## src/rtl/ifetch_decode.sv

```systemverilog
// Instruction fetch / pre-decode stage: PC, instruction register and repeat counter for the
// FETCH/EXEC1/EXEC2 sequencer. Repeat counter present only when IFETCH_DECODE_REPEAT_EN is defined.
module ifetch_decode #(
    parameter int PC_W = 8,
    parameter int IW   = 16
) (
    input  logic            CLK,
    input  logic            RESET,
    input  logic            FETCH,
    input  logic            EXEC1,
    input  logic            EXEC2,
    input  logic [IW-1:0]   INS,
    input  logic            JUMP,
    input  logic [PC_W-1:0] JADDR,
    output logic [PC_W-1:0] PC,
    output logic [IW-1:0]   IR,
    output logic            EXTRA,
    output logic            P,
    output logic [3:0]      COUNT
);

    logic [PC_W-1:0] pc_q, pc_d;
    logic [IW-1:0]   ir_q, ir_d;
    logic            state_ok;

    // Any state vector that is not one-hot freezes every register.
    assign state_ok = $onehot({FETCH, EXEC1, EXEC2});

    always_comb begin
        // NOTE: hold values assigned first so no path leaves a register undriven (no latches).
        pc_d = pc_q;
        ir_d = ir_q;
        if (state_ok) begin
            if (FETCH) begin
                ir_d = INS;
                pc_d = pc_q + PC_W'(1);
            end else if (EXEC1 && JUMP) begin
                pc_d = JADDR;
            end
        end
    end

    // NOTE: sequential state uses non-blocking assignments only; reset is synchronous here.
    always_ff @(posedge CLK) begin
        if (RESET) begin
            pc_q <= '0;
            ir_q <= '0;
        end else begin
            pc_q <= pc_d;
            ir_q <= ir_d;
        end
    end

    assign PC    = pc_q;
    assign IR    = ir_q;
    assign EXTRA = ir_q[15];

`ifdef IFETCH_DECODE_REPEAT_EN
    logic [3:0] rep_q, rep_d;
    logic       rep_consult;

    // The count drops only in the cycle where the sequencer reads P for its exit decision.
    assign rep_consult = (EXEC1 && !ir_q[15]) || (EXEC2 && ir_q[15]);

    always_comb begin
        rep_d = rep_q;
        if (state_ok) begin
            if (FETCH) begin
                rep_d = INS[14] ? INS[3:0] : 4'd0;
            end else if (rep_consult && rep_q != 4'd0) begin
                rep_d = rep_q - 4'd1;
            end
        end
    end

    always_ff @(posedge CLK) begin
        if (RESET) begin
            rep_q <= 4'd0;
        end else begin
            rep_q <= rep_d;
        end
    end

    assign P     = (rep_q != 4'd0);
    assign COUNT = rep_q;
`else
    assign P     = 1'b0;
    assign COUNT = 4'd0;
`endif

endmodule

```

## config.mk

```make
export PLATFORM = sky130hd
export DESIGN_NAME = ifetch_decode
export DESIGN_NICKNAME = d
export VERILOG_FILES = /design/src/rtl/ifetch_decode.sv
export SDC_FILE = /design/constraint.sdc
export NUM_CORES = 1
export LEC_CHECK = 0
export CORE_ASPECT_RATIO = 1.2
export CORE_MARGIN = 2
export CORE_UTILIZATION = 39
export DETAILED_ROUTE_END_ITERATION = 16
export PLACE_DENSITY = 0.79
export SLEW_MARGIN = 20
export SYNTH_ARGS = -nofsm -noshare
export SYNTH_HDL_FRONTEND = slang
export SYNTH_SLANG_ARGS = --single-unit
```

## constraint.sdc

```tcl
create_clock -name CLK -period 2.8 [get_ports CLK]
set_clock_uncertainty 0.2 [all_clocks]
set_input_delay 0.7 -clock CLK [delete_from_list [all_inputs] [get_ports CLK]]
set_output_delay 0.7 -clock CLK [all_outputs]
set_load 0.02 [all_outputs]
```

==> flow_summary.json <==
{
  "reg2regPathDepth": 5,
  "yosysWarnings": 0,
  "ys_seq_area_frac": 0.4183,
  "area_delta_synth_final_pct": 56.54,
  "worstPathRequired_ns": 2.83,
  "arrival_ns": 2.66,
  "route.detailed.drc": 0,
  "finalSetupViolations": 0,
  "synth_edf_count": 0,
  "p_per_area_mw_per_mm2": 462.1,
  "grt_pass1_wl_um": 5057,
  "rsz0062_at_grt": "no",
  "end_kind": "register",
  "status": "completed",
  "finalNonFillerCells": 234,
  "setup.worst_path.start": "FETCH",
  "numClockSinks": 24,
  "syn-instance-count": 140,
  "setup_slack_ns": 0.1717,
  "dr.first_iter.drc_count": 20,
  "p_int_w": 0.0006146,
  "num_vias": 1197,
  "r2r_end": "PC[4]",
  "dieArea_mm2": 0.003397,
  "vias_per_cell": 5.115,
  "max_freq_ghz": 0.3805,
  "hold-path-cell-count": 2,
  "cap_viol_max_count": 0,
  "clk_latency_ns": 0.32,
  "cts_hold_buffers": 0,
  "final_antenna_net_count": 0,
  "start_util": 0.4085,
  "path_max_fanout": 8,
  "die_y_um": 63.45,
  "ir_worst_vdd_mv": 0.3298,
  "hold_viol": 0,
  "switchingPower_w": 0.0002162,
  "hpwl_um": 2401,
  "tns_ns": 0,
  "routabilityCongestion": 0.8775,
  "timing.rr.start": "PC[0]",
  "place_ws_ns": -0.1523,
  "grt_pass1_vias": 1161,
  "row_count": 21,
  "p_comb_frac": 0.251,
  "synth_flop_cell": "dfxtp_1",
  "ys_types": 33,
  "syn_area_per_cell_um2": 8.204,
  "synthArstFlopShare": 0,
  "coreArea_mm2": 0.002811,
  "cts_tree": "built",
  "ios": 60,
  "drt-total-wl_um": 3093,
  "drive_above_1_share": 0.1000,
  "io_buffers": 54,
  "netSwitchingFraction": 0.2603,
  "cts_resized": 0,
  "seq_power_share": 0.452,
  "grt_max_degree": 17,
  "final_nets": 233,
  "worst_hold_path.endpoint": "IR[3]",
  "pwr-share-clk": 0.298,
  "worstSetupPathType": "in2reg",
  "period_needed_ns": 2.628,
  "min_from": "IR[3]",
  "clock_path_buffers": 2,
  "post_cts_buffers": 0,
  "mostFrequentLayoutCell": "clkdlybuf4s50_1",
  "reg2reg_slack_ns": 1.20,
  "n_fill_cell": 253,
  "wl_per_cell_um": 13.22,
  "final.period_utilization": 0.9387,
  "final_cell_mix": "clkdlybuf4s50_1, nand2_1, dfxtp_1",
  "die_w_um": 53.54,
  "diodes": 0,
  "cts_buffers": 3,
  "antenna_found_initial": 0,
  "drtPass1Iterations": 4,
  "dpl.cell_count": 230,
  "cts_root_buf": "clkbuf_4",
  "hold_path_class": "reg2reg",
  "grt.total_usage": 0.1990,
  "slew_viol_final": 0,
  "clk_pin_slew_ns": 0.14,
  "startpoint_type": "input pin",
  "ys_seq_elements": 24,
  "synthesis.area_mm2": 0.001149,
  "p_leak_nw": 0.6645,
  "htreeDepth": 1,
  "grt_overflow_total": 0
}
flip-flops by register name, summed over array words and instances, names as in the netlist:
name,count
IR,16
PC,8
worst max path at each step:
| stage | to | slack (ns) |
|---|---|---|
| 2_1_floorplan | PC[1] | 0.43 |
| 3_3_place_gp | PC[0] | -0.05 |
| 3_5_place_dp | PC[6] | -0.15 |
| 4_1_cts | PC[3] | 0.16 |
| 5_1_grt | PC[3] | 0.06 |
| 6_report | PC[3] | 0.17 |
power by group through the flow:
stage                     registers [W]  clock network [W]   logic, W
final                          0.000375           0.000247   0.000208
after global routing           0.000377           0.000273   0.000224
after global placement         0.000381                  0   0.000202
after floorplan                0.000402                  0  0.0000875
after CTS                      0.000375           0.000255   0.000209
after detailed placement       0.000382                  0   0.000207
per-stage QoR:
step	cell area [um^2]	hold slack, ns	total power (W)	utilization
3_3_place_gp	1745	0.2412	0.0005832	0.6208
6_report	1798	0.2633	0.0008308	0.6395
5_1_grt	1798	0.2818	0.0008747	0.6395
3_5_place_dp	1745	0.2498	0.0005895	0.6208
2_1_floorplan	1164	0.3334	0.0004893	-
4_1_cts	1798	0.2663	0.0008388	0.6395
synthesized netlist by cell type, types with 2 or more instances:
cell type / n / area, um^2
a211oi_1: 3 / 22.52
buf_2: 2 / 10.01
inv_1: 7 / 26.28
nand4_1: 2 / 12.51
buf_6: 3 / 33.78
nand3_1: 3 / 15.01
o21ai_0: 2 / 10.01
nor3b_4: 2 / 37.54
o22ai_1: 4 / 25.02
mux2i_1: 2 / 20.02
nor3_1: 2 / 10.01
clkbuf_1: 2 / 7.510
o32ai_1: 2 / 17.52
a21oi_1: 20 / 100.1
nand2_1: 38 / 142.6
buf_4: 6 / 45.04
dfxtp_1: 24 / 480.5
cell families after synthesis:
| family | Yosys count | share of synthesized area |
|---|---|---|
| AND/OR/NAND/NOR | 52 | 0.2157 |
| AO/OA/AOI/OAI | 39 | 0.2102 |
| flip-flops | 24 | 0.4183 |
| buffers and inverters | 20 | 0.1068 |
| multiplexers | 2 | 0.01743 |
| adder cells (fa/ha/maj) | 2 | 0.02832 |
| other | 1 | 0.003265 |
layout make-up:
cell class	count	area [um^2]	area share
clock inverter	1	30.03	0.01670
clock buffer	3	22.52	0.01253
multi-input combinational	100	560.5	0.3118
inverter	7	26.28	0.01461
timing repair buffer	65	635.6	0.3535
tap	34	42.54	0.02366
sequential	24	480.5	0.2672
per-layer routing:
layer | wire length (um) | GRT usage
met1 | 1234 | 0.2222
met2 | 1554 | 0.3534
met3 | 235 | 0.02607
met4 | 68 | 0.09615
met5 | 0 | 0
worst max-delay path, stage by stage:
cell and delay, ns:
clkdlybuf4s50_1 0.48, inv_1 0.07, fa_1 0.58, nor3b_4 0.38, o22ai_1 0.16, a211oi_1 0.29
No activity file was read; power rests on OpenSTA's default activity.
